<file path="src/rtl/boss_contact_damage_pkg.sv">
// boss_contact_damage_pkg: shared contact FSM state, frame timing and character size constants
package boss_contact_damage_pkg;
    typedef enum logic [1:0] {IDLE, ARMED, INVULN, DEAD} contact_state_t;
    localparam int FRAME_TICKS = 1083333;
    localparam int FRAME_CNT_W = 21;
    localparam int CHAR_HALF_W = 16;
    localparam int CHAR_HALF_H = 24;
endpackage

</file>
<file path="src/rtl/boss_contact_damage_frame_ticker.sv">
// boss_contact_damage_frame_ticker: free-running frame counter with a one-cycle tick on wrap
module boss_contact_damage_frame_ticker import boss_contact_damage_pkg::*; #(
    parameter int FRAME_TICKS = boss_contact_damage_pkg::FRAME_TICKS
) (
    input  logic clk,
    input  logic rst,
    output logic frame_tick
);
    logic [FRAME_CNT_W-1:0] cnt;
    assign frame_tick = cnt == FRAME_CNT_W'(FRAME_TICKS - 1);
    always_ff @(posedge clk or negedge rst)
        if (!rst) cnt <= '0;
        else      cnt <= frame_tick ? '0 : cnt + 1'b1;
endmodule

</file>
<file path="src/rtl/boss_contact_damage.sv">
// boss_contact_damage: once-per-frame boss body contact, character HP, invulnerability and knockback
module boss_contact_damage import boss_contact_damage_pkg::*; #(
    parameter int FRAME_TICKS   = boss_contact_damage_pkg::FRAME_TICKS,
    parameter int CHAR_HALF_W   = boss_contact_damage_pkg::CHAR_HALF_W,
    parameter int CHAR_HALF_H   = boss_contact_damage_pkg::CHAR_HALF_H,
    parameter int CHAR_HP_MAX   = 10,
    parameter int DAMAGE        = 2,
    parameter int INVULN_FRAMES = 60
) (
    input  logic        clk,
    input  logic        rst,
    input  logic        game_active,
    input  logic [11:0] char_x,
    input  logic [11:0] char_y,
    input  logic [11:0] boss_x,
    input  logic [11:0] boss_y,
    input  logic [11:0] boss_lng,
    input  logic [11:0] boss_hgt,
    input  logic [6:0]  boss_hp,
    output logic [3:0]  char_hp,
    output logic        char_hit,
    output logic        char_invuln,
    output logic        knock_left,
    output logic        char_dead
);
    contact_state_t state, state_n;
    logic [3:0] hp, hp_n, hp_hit;
    logic [7:0] frames, frames_n;
    logic hit_n, knock_n, frame_tick, overlap;
    logic signed [12:0] dx_s, dy_s;
    logic [12:0] dx, dy, reach_x, reach_y;

    boss_contact_damage_frame_ticker #(.FRAME_TICKS(FRAME_TICKS)) u_ticker (
        .clk(clk),
        .rst(rst),
        .frame_tick(frame_tick)
    );

    // Touching edges are not contact, hence strict less-than
    assign dx_s    = $signed({1'b0, boss_x}) - $signed({1'b0, char_x});
    assign dy_s    = $signed({1'b0, boss_y}) - $signed({1'b0, char_y});
    assign dx      = dx_s[12] ? -dx_s : dx_s;
    assign dy      = dy_s[12] ? -dy_s : dy_s;
    assign reach_x = {2'b0, boss_lng[11:1]} + 13'(CHAR_HALF_W);
    assign reach_y = {2'b0, boss_hgt[11:1]} + 13'(CHAR_HALF_H);
    assign overlap = (dx < reach_x) && (dy < reach_y);
    assign hp_hit  = hp > 4'(DAMAGE) ? hp - 4'(DAMAGE) : '0;

    assign char_hp     = hp;
    assign char_invuln = state == INVULN;
    assign char_dead   = state == DEAD;

    always_ff @(posedge clk or negedge rst)
        if (!rst) begin
            state      <= IDLE;
            hp         <= 4'(CHAR_HP_MAX);
            frames     <= '0;
            char_hit   <= 1'b0;
            knock_left <= 1'b0;
        end else begin
            state      <= state_n;
            hp         <= hp_n;
            frames     <= frames_n;
            char_hit   <= hit_n;
            knock_left <= knock_n;
        end

    always_comb begin
        state_n  = state;
        hp_n     = hp;
        frames_n = frames;
        hit_n    = 1'b0;
        knock_n  = knock_left;
        if (!game_active) begin
            state_n  = IDLE;
            hp_n     = 4'(CHAR_HP_MAX);
            frames_n = '0;
            knock_n  = 1'b0;
        end else begin
            case (state)
                IDLE: begin
                    state_n = ARMED;
                    hp_n    = 4'(CHAR_HP_MAX);
                end
                ARMED:
                    if (frame_tick && overlap && boss_hp != '0) begin
                        hp_n     = hp_hit;
                        hit_n    = 1'b1;
                        knock_n  = char_x < boss_x;
                        frames_n = 8'(INVULN_FRAMES);
                        state_n  = hp_hit == '0 ? DEAD : INVULN;
                    end
                INVULN:
                    if (frame_tick) begin
                        frames_n = frames - 1'b1;
                        state_n  = frames == 8'd1 ? ARMED : INVULN;
                    end
                DEAD:    hp_n = '0;
                default: state_n = IDLE;
            endcase
        end
    end
endmodule

</file>
<file path="config.mk">
export PLATFORM = sky130hd
export DESIGN_NAME = boss_contact_damage
export DESIGN_NICKNAME = d
export VERILOG_FILES = /design/src/rtl/boss_contact_damage_pkg.sv /design/src/rtl/boss_contact_damage_frame_ticker.sv /design/src/rtl/boss_contact_damage.sv
export SDC_FILE = /design/constraint.sdc
export NUM_CORES = 1
export LEC_CHECK = 0
export ABC_AREA = 1
export CORE_MARGIN = 3
export CORE_UTILIZATION = 49
export DETAILED_ROUTE_END_ITERATION = 8
export PLACE_DENSITY = 0.78
export SYNTH_ARGS = -nofsm -noshare
export SYNTH_HDL_FRONTEND = slang
export SYNTH_SLANG_ARGS = --single-unit
export TNS_END_PERCENT = 100
</file>
<file path="constraint.sdc">
create_clock -name clk -period 1.7 [get_ports clk]
set_input_delay 0.425 -clock clk [delete_from_list [all_inputs] [get_ports clk]]
set_output_delay 0.425 -clock clk [all_outputs]
set_load 0.005 [all_outputs]
</file>
==> flow_summary_export.csv, run 1 <==
group,metric,value,unit
run_status,status,"complete, but fails checks",
clocking,ctsHtreeMaxLevel,2,
floorplan,dieWidth,107,um
sta,timing.final.ws_setup,-2.14,ns
logic_synthesis,ys.flop_type,"dfrtp_1",
critical_path,cp_slowest_cell,"clkdlybuf4s50_1",
placement,hpwl,11.1,mm
finish,final_cells,1229,
logic_synthesis,synth_top_family_by_area,"simple AND/OR/NAND/NOR gates",
finish,drive_gt1_frac,0.405,
global_routing,grt_max_degree,38,
finish,synthToLayoutAreaGrowth,74.8,%
global_routing,grt_pass1_wl,28.2,mm
floorplan,core,0.00982,sq mm
sta,fin_crit_sh,2.26,
critical_path,path_common_cell,"nand2_1",
sta,skew,0.00856,ns
placement,placed_area,0.00740,sq mm
critical_path,r2r.worst_path.cells,11,
global_routing,grt.overflow.total,0,
critical_path,critical_path_required,1.89,ns
sta,layout_min_cycle_time,3.84,ns
floorplan,die_y,107,um
placement,dp_cells,1185,
logic_synthesis,synth_area,0.00499,sq mm
logic_synthesis,synth-compound-area-share,0.0825,
logic_synthesis,ys_warn_count,0,
clocking,holdBufCountCts,0,
finish,design_area,0.00872,sq mm
critical_path,critPathMaxStageDelay,0.50,ns
detailed_routing,first_pass_iters,6,
run,cap_viol_max_count,0,
floorplan,die_area,0.0114,sq mm
critical_path,r2r_setup_slack,-0.59,ns
logic_synthesis,netlist_instances,797,
sta,drv_slew,0,
sta,relSlewSlack,0.647,
logic_synthesis,ys_ff_latch,37,
clocking,cts_buffers,5,
sta,rsz0062_at_grt,"true",
critical_path,endpoint_kind,"flip-flop",
floorplan,ios,90,
finish,num_antenna_cells,0,
critical_path,worstSetupStartpointType,"input pin",
placement,io_buffers,87,
run_status,violations,"setup timing",
sta,tightest_slew,0.526,ns
power_and_ir_drop,p_leak,4.54,nW
critical_path,worst_r2r_endpoint,"state[0]",
sta,fin_hold_ws,0.474,ns
floorplan,num_rows,36,
critical_path,arrival,4.04,ns
clocking,clock_latency,0.31,ns
logic_synthesis,synth_xor_area_frac,0.0647,
critical_path,crit_type,"input pin to flip-flop",
min_path,min_path_cells,2,
critical_path,cp_max_fo,6,
power_and_ir_drop,ir_drop,0.687,mV
power_and_ir_drop,p_per_area,712,mW/mm^2
logic_synthesis,synth_fa_ha_area_frac,0.156,
detailed_routing,drt.antenna.violating_nets,0,
logic_synthesis,avgSynthCellArea,6.26,sq um
finish,fin_nets,1238,
sta,finalSetupViolations,30,
clocking,clkSlewWorstSetupHoldPaths,0.08,ns
clocking,cts_tree,"built",
clocking,cts_num_sinks,37,
logic_synthesis,yosysUniqueCellTypes,41,
sta,fmax,260,MHz
logic_synthesis,async_reset_ff_frac,1.00,
placement,gp_congestion,0.872,
global_routing,grt_pass1_vias,6511,
clocking,cts_buffer_depth,2,
detailed_routing,route.vias.total,7358,
floorplan,start_util,0.508,
logic_synthesis,postSynthNetCount,940,
logic_synthesis,seq_area_frac_synth,0.186,
global_routing,antenna_found_initial,0,
detailed_routing,drtIter0Drc,766,
min_path,whs_endpoint,"frames[1]",
detailed_routing,drc_errors,0,
detailed_routing,vias_per_cell,5.99,
logic_synthesis,synth-simple-area-share,0.380,
detailed_routing,drt_wl_total,24.0,mm
sta,hold_viol_final,0,
logic_synthesis,muxShareOfSynthArea,0,
detailed_routing,post_drt_wl_per_cell,19.5,um
logic_synthesis,synth_edf_count,0,
min_path,min_from,"frames[1]",
global_routing,track_usage,0.297,
clocking,clock-root-buffer,"clkbuf_8",
critical_path,r2r-start,"u_ticker.cnt[2]",
min_path,hold_class,"flip-flop to flip-flop",
-- report_power, final --
part           switching, W  internal [W]  total (W)
registers          0.000123      0.000999    0.00112
clock network      0.000368      0.000584   0.000952
logic               0.00231       0.00182    0.00413
total               0.00280       0.00340    0.00621
-- logic make-up after synthesis --
family                   after synthesis
AND/OR/NAND/NOR                      418
AO/OA/AOI/OAI                         74
adder cells (fa/ha/maj)               61
buffers and inverters                171
XOR/XNOR                              36
flip-flops                            37
-- placed cells by master (no fill, tap or decap), drive strengths merged, types with 23 or more instances in the layout --
cell type / count
nor2: 74
o21ai: 26
inv: 166
nand3: 57
clkdlybuf4s50: 56
dfrtp: 35
a21oi: 34
nand2: 222
buf: 210
nand4: 28
ha: 59
xor2: 23
-- registers in the layout (all words and copies together) (netlist names) --
| register | cells |
|---|---|
| u_ticker.cnt | 21 |
| frames | 8 |
| char_hp | 4 |
| state | 2 |
| char_hit | 1 |
| knock_left | 1 |
-- stage by stage --
| stage | setup TNS (ns) | power [W] | util | worst slack, ns |
|---|---|---|---|---|
| 2_1_floorplan | -25.33 | 0.00290 | - | -1.61 |
| 4_1_cts | -29.70 | 0.00536 | 0.837 | -1.82 |
| 6_report | -36.47 | 0.00621 | 0.888 | -2.14 |
| 3_5_place_dp | -41.58 | 0.00409 | 0.754 | -2.57 |
| 5_1_grt | -41.09 | 0.00648 | 0.888 | -2.34 |
| 3_3_place_gp | -38.64 | 0.00397 | 0.754 | -2.38 |
-- cell type report --
cell class | instances | area, sq um
repair buffers | 295 | 2530
inverters | 167 | 643
flip-flops and latches | 37 | 928
multi-input cells | 589 | 4320
clock inverters | 3 | 65.1
fillers | 424 | 1100
clock buffers | 5 | 68.8
well taps | 133 | 166
-- Yosys cell counts, types with 2 or more instances --
cell type  count  share of area
dfstp_2        2          0.011
o21ai_1        2         0.0020
nor4_1         5         0.0063
nor2_2         5         0.0063
fa_1           2         0.0080
a31oi_1        3         0.0038
a21oi_1       33          0.033
nand2_1      213           0.16
dfrtp_1       35           0.18
o21a_1         3         0.0045
nand3_2        4         0.0080
and2_1         2         0.0025
a211oi_1       3         0.0045
nand2_4        2         0.0045
and3_1         2         0.0025
nor2_1        69          0.052
o211a_1        2         0.0040
or2_2          2         0.0025
xnor2_1       13          0.023
o21ai_0       24          0.024
xor2_1        22          0.039
ha_1          59           0.15
nand4_1       27          0.034
nand2_2        7         0.0088
clkbuf_1       2         0.0015
nand3_1       52          0.052
nand3b_1      11          0.017
inv_1        166           0.12
nor3_1        13          0.013
-- how the worst max path moves through the flow --
stage / start / endpoint
6_report: char_x[6] / state[0]
5_1_grt: char_y[7] / state[0]
4_1_cts: boss_y[0] / knock_left
3_5_place_dp: boss_y[0] / frames[6]
3_3_place_gp: boss_y[0] / frames[4]
2_1_floorplan: boss_y[0] / frames[1]
-- per-layer routing --
layer / track usage / vias up / share of wire
met4: 0.0886 / 0 / 0.090
met3: 0.0488 / 233 / 0.099
met5: 0 / - / 0
met1: 0.328 / 3332 / 0.33
met2: 0.575 / 657 / 0.48
li1: - / 3136 / -
-- critical path: cells and delay by family --
family | cells | cell delay [ns]
fa+ha+maj | 2 | 0.62
xor+xnor | 1 | 0.17
compound gates | 2 | 0.21
buf+inv | 4 | 0.82
simple gates | 18 | 1.80
-- repair_timing --
action,in CTS,in global routing
setup endpoints to repair,29,33
pin swaps,77,87
cloned,0,0
buffers inserted,31,17
resized for setup,150,146
Note: power is estimated with default switching activity, not from simulation.
==> run 2, diff against run 1 <==
--- a/config.mk
+++ b/config.mk
@@ -13,4 +13,4 @@
 export SYNTH_ARGS = -nofsm -noshare
 export SYNTH_HDL_FRONTEND = slang
 export SYNTH_SLANG_ARGS = --single-unit
-export TNS_END_PERCENT = 100
+export TNS_END_PERCENT = 20
==> run 2 against run 1 <==
The flow finishes with violations (DRC, setup timing). Maximum frequency grew 1.2%. Total power shrank 6.5%. Worst hold slack gained 0.017 ns. Routed wire length shrank 4.4%. Highest routed layer unchanged. Sequential share of layout area grew 0.23 points. Final cell count grew 0.33%. Die area is the same. Critical endpoint is now frames[2]. Setup slack gained 0.047 ns. Non-clock buffer count grew 3. Largest cell class unchanged. Largest power group unchanged. Utilization shrank 1.9 points. Sequential power is essentially flat. Cell area shrank 2.1%.
==> flow_summary_export.csv, run 2 (synthesis results as in run 1) <==
group,metric,value,unit
floorplan,dieWidth,107,um
critical_path,critical_path_depth,24,
power_and_ir_drop,p_per_area,680,mW/mm^2
finish,synthToLayoutAreaGrowth,71.0,%
placement,io_buffers,87,
sta,fin_hold_ws,0.491,ns
clocking,ctsHtreeMaxLevel,2,
finish,regArea,928,sq um
global_routing,track_usage,0.297,
detailed_routing,drt_wl_total,22.9,mm
clocking,holdBufCountCts,0,
clocking,clkSlewWorstSetupHoldPaths,0.09,ns
sta,skew,0.0153,ns
clocking,clock-root-buffer,"clkbuf_8",
critical_path,arrival,4.00,ns
global_routing,grt.overflow.total,0,
finish,drive_gt1_frac,0.394,
min_path,hold_class,"input pin to asynchronous set/reset pin",
critical_path,endpoint_kind,"flip-flop",
finish,multi_input_area,0.00420,sq mm
sta,finalSetupViolations,21,
floorplan,die_area,0.0114,sq mm
detailed_routing,vias_per_cell,5.86,
sta,tns,-34.61,ns
sta,relSlewSlack,0.729,
finish,largest_reg_flops,21,
clocking,cts_buffers,5,
detailed_routing,drt.antenna.violating_nets,0,
floorplan,start_util,0.508,
placement,gp_congestion,0.887,
critical_path,r2r-start,"u_ticker.cnt[0]",
floorplan,core,0.00982,sq mm
power_and_ir_drop,p_leak,4.45,nW
placement,dp_cells,1193,
detailed_routing,post_drt_wl_per_cell,18.6,um
power_and_ir_drop,ir_drop,0.669,mV
critical_path,crit_type,"input pin to flip-flop",
global_routing,grt_pass1_wl,28.2,mm
sta,layout_min_cycle_time,3.80,ns
finish,final_cell_mix,"197 x buf_4, 155 x nand2_1, 136 x inv_1, 58 x nand2_2, 54 x clkdlybuf4s50_1",
run,cap_viol_max_count,0,
detailed_routing,route.vias.total,7227,
global_routing,grt_pass1_vias,6545,
sta,tightest_slew,0.403,ns
critical_path,critPathMaxStageDelay,0.46,ns
floorplan,num_rows,36,
clocking,cts_tree,"built",
floorplan,die_y,107,um
critical_path,crit_chain,"clkdlybuf4s50_1 -> inv_1 -> ha_1 -> a21oi_1 -> nand2_1 -> a21oi_4 -> inv_2 -> or2_4 -> xnor2_1 -> inv_1 -> ha_4 -> nand2_2 -> buf_4 -> nor2_4 -> o21ai_2 -> nand2_1 -> nand3_1 -> nand2_1 -> nand2_2 -> nand4_4 -> nand2_8 -> buf_6 -> nand4_1 -> nand2_2",
critical_path,crit_buf_inv,6,
finish,num-fill-cells,460,
sta,fmax,263,MHz
critical_path,critical_path_required,1.91,ns
sta,hold_viol_final,0,
clocking,cts_num_sinks,37,
placement,post-place-ws,-2.57,ns
critical_path,crit_family,"simple AND/OR/NAND/NOR gates",
finish,fin_nets,1241,
clocking,clock_latency,0.31,ns
global_routing,grt_max_degree,38,
critical_path,cp_slowest_cell,"clkdlybuf4s50_1",
detailed_routing,drtIter0Drc,660,
finish,top_register,"u_ticker.cnt",
floorplan,ios,90,
sta,timing.final.ws_setup,-2.10,ns
clocking,cts_buffer_depth,2,
critical_path,cp-startpoint,"char_y[11]",
critical_path,cp_max_fo,7,
critical_path,r2r.worst_path.cells,13,
run_status,violations,"DRC, setup timing",
detailed_routing,drc_errors,1,
detailed_routing,first_pass_iters,7,
placement,hpwl,11.9,mm
sta,rsz0062_at_grt,"true",
sta,fin_crit_sh,2.23,
global_routing,antenna_found_initial,1,
finish,final_cells,1233,
critical_path,worstSetupStartpointType,"input pin",
finish,layout_commonest_cell,"buf_4",
sta,drv_slew,0,
run_status,status,"complete, but fails checks",
[run 2: cell count changes in the layout (fill, tap and decap cells not counted), moves of 5 or more]
cell / delta
buf_4: +10
dlygate4sd2_1: +5
nor2_1: +6
buf_6: -9
inv_1: +6
[run 2: what timing repair did]
| action | in CTS | in global routing |
|---|---|---|
| setup buffers | 25 | 6 |
| pin swaps | 87 | 72 |
| gates resized for setup | 146 | 114 |
| setup endpoints to repair | 28 | 33 |
[run 2: final cells by class]
cell class | instances | share of cell area
Clock inverter | 3 | 0.00205
Sequential cell | 37 | 0.109
Multi-Input combinational cell | 589 | 0.492
Inverter | 167 | 0.0746
Antenna cell | 1 | 0.000293
Timing Repair Buffer | 298 | 0.295
Clock buffer | 5 | 0.00806
Tap cell | 133 | 0.0195
[run 2: power by group]
group	switching, W	internal (W)
sequential	0.000129	0.000999
combinational	0.00223	0.00180
clock	0.000361	0.000284
[run 2: worst reg2reg max path, delay by kind of cell, from the launching register on]
family	cells	cell delay [ns]
and+or+nand+nor	9	1.23
DFF	1	0.36
buffers and inverters	2	0.19
adders and majority gates	1	0.15
AOI/OAI and AO/OA	1	0.14
[run 2: stage by stage]
stage          total power, W  instance area (sq um)  utilization
2_1_floorplan         0.00289                   5070            -
3_3_place_gp          0.00399                   7470        0.761
3_5_place_dp          0.00413                   7470        0.761
5_1_grt               0.00614                   8530        0.869
4_1_cts               0.00508                   8160        0.831
6_report              0.00581                   8530        0.869
[run 2: routing by layer]
| layer | track usage | share of wire | vias up |
|---|---|---|---|
| met1 | 0.335 | 0.35 | 3289 |
| met5 | 0 | 0 | - |
| met3 | 0.0379 | 0.088 | 224 |
| met4 | 0.130 | 0.090 | 0 |
| met2 | 0.556 | 0.48 | 572 |
| li1 | - | - | 3142 |
[run 2: worst paths after layout]
check,to,slack [ns]
min,u_ticker.cnt[10],0.49
max reg2reg,u_ticker.cnt[20],-0.41
max in group asynchronous,char_hp[1],0.95
max,frames[2],-2.10
min reg2reg,frames[1],0.51
min in group clk,frames[1],0.51
==> run 3, diff against run 2 <==
--- a/config.mk
+++ b/config.mk
@@ -6,6 +6,7 @@
 export NUM_CORES = 1
 export LEC_CHECK = 0
 export ABC_AREA = 1
+export CAP_MARGIN = 40
 export CORE_MARGIN = 3
 export CORE_UTILIZATION = 49
 export DETAILED_ROUTE_END_ITERATION = 8
==> results of run 3 <==
Same layout as run 2: the final DEF is identical, and so are final timing and power.
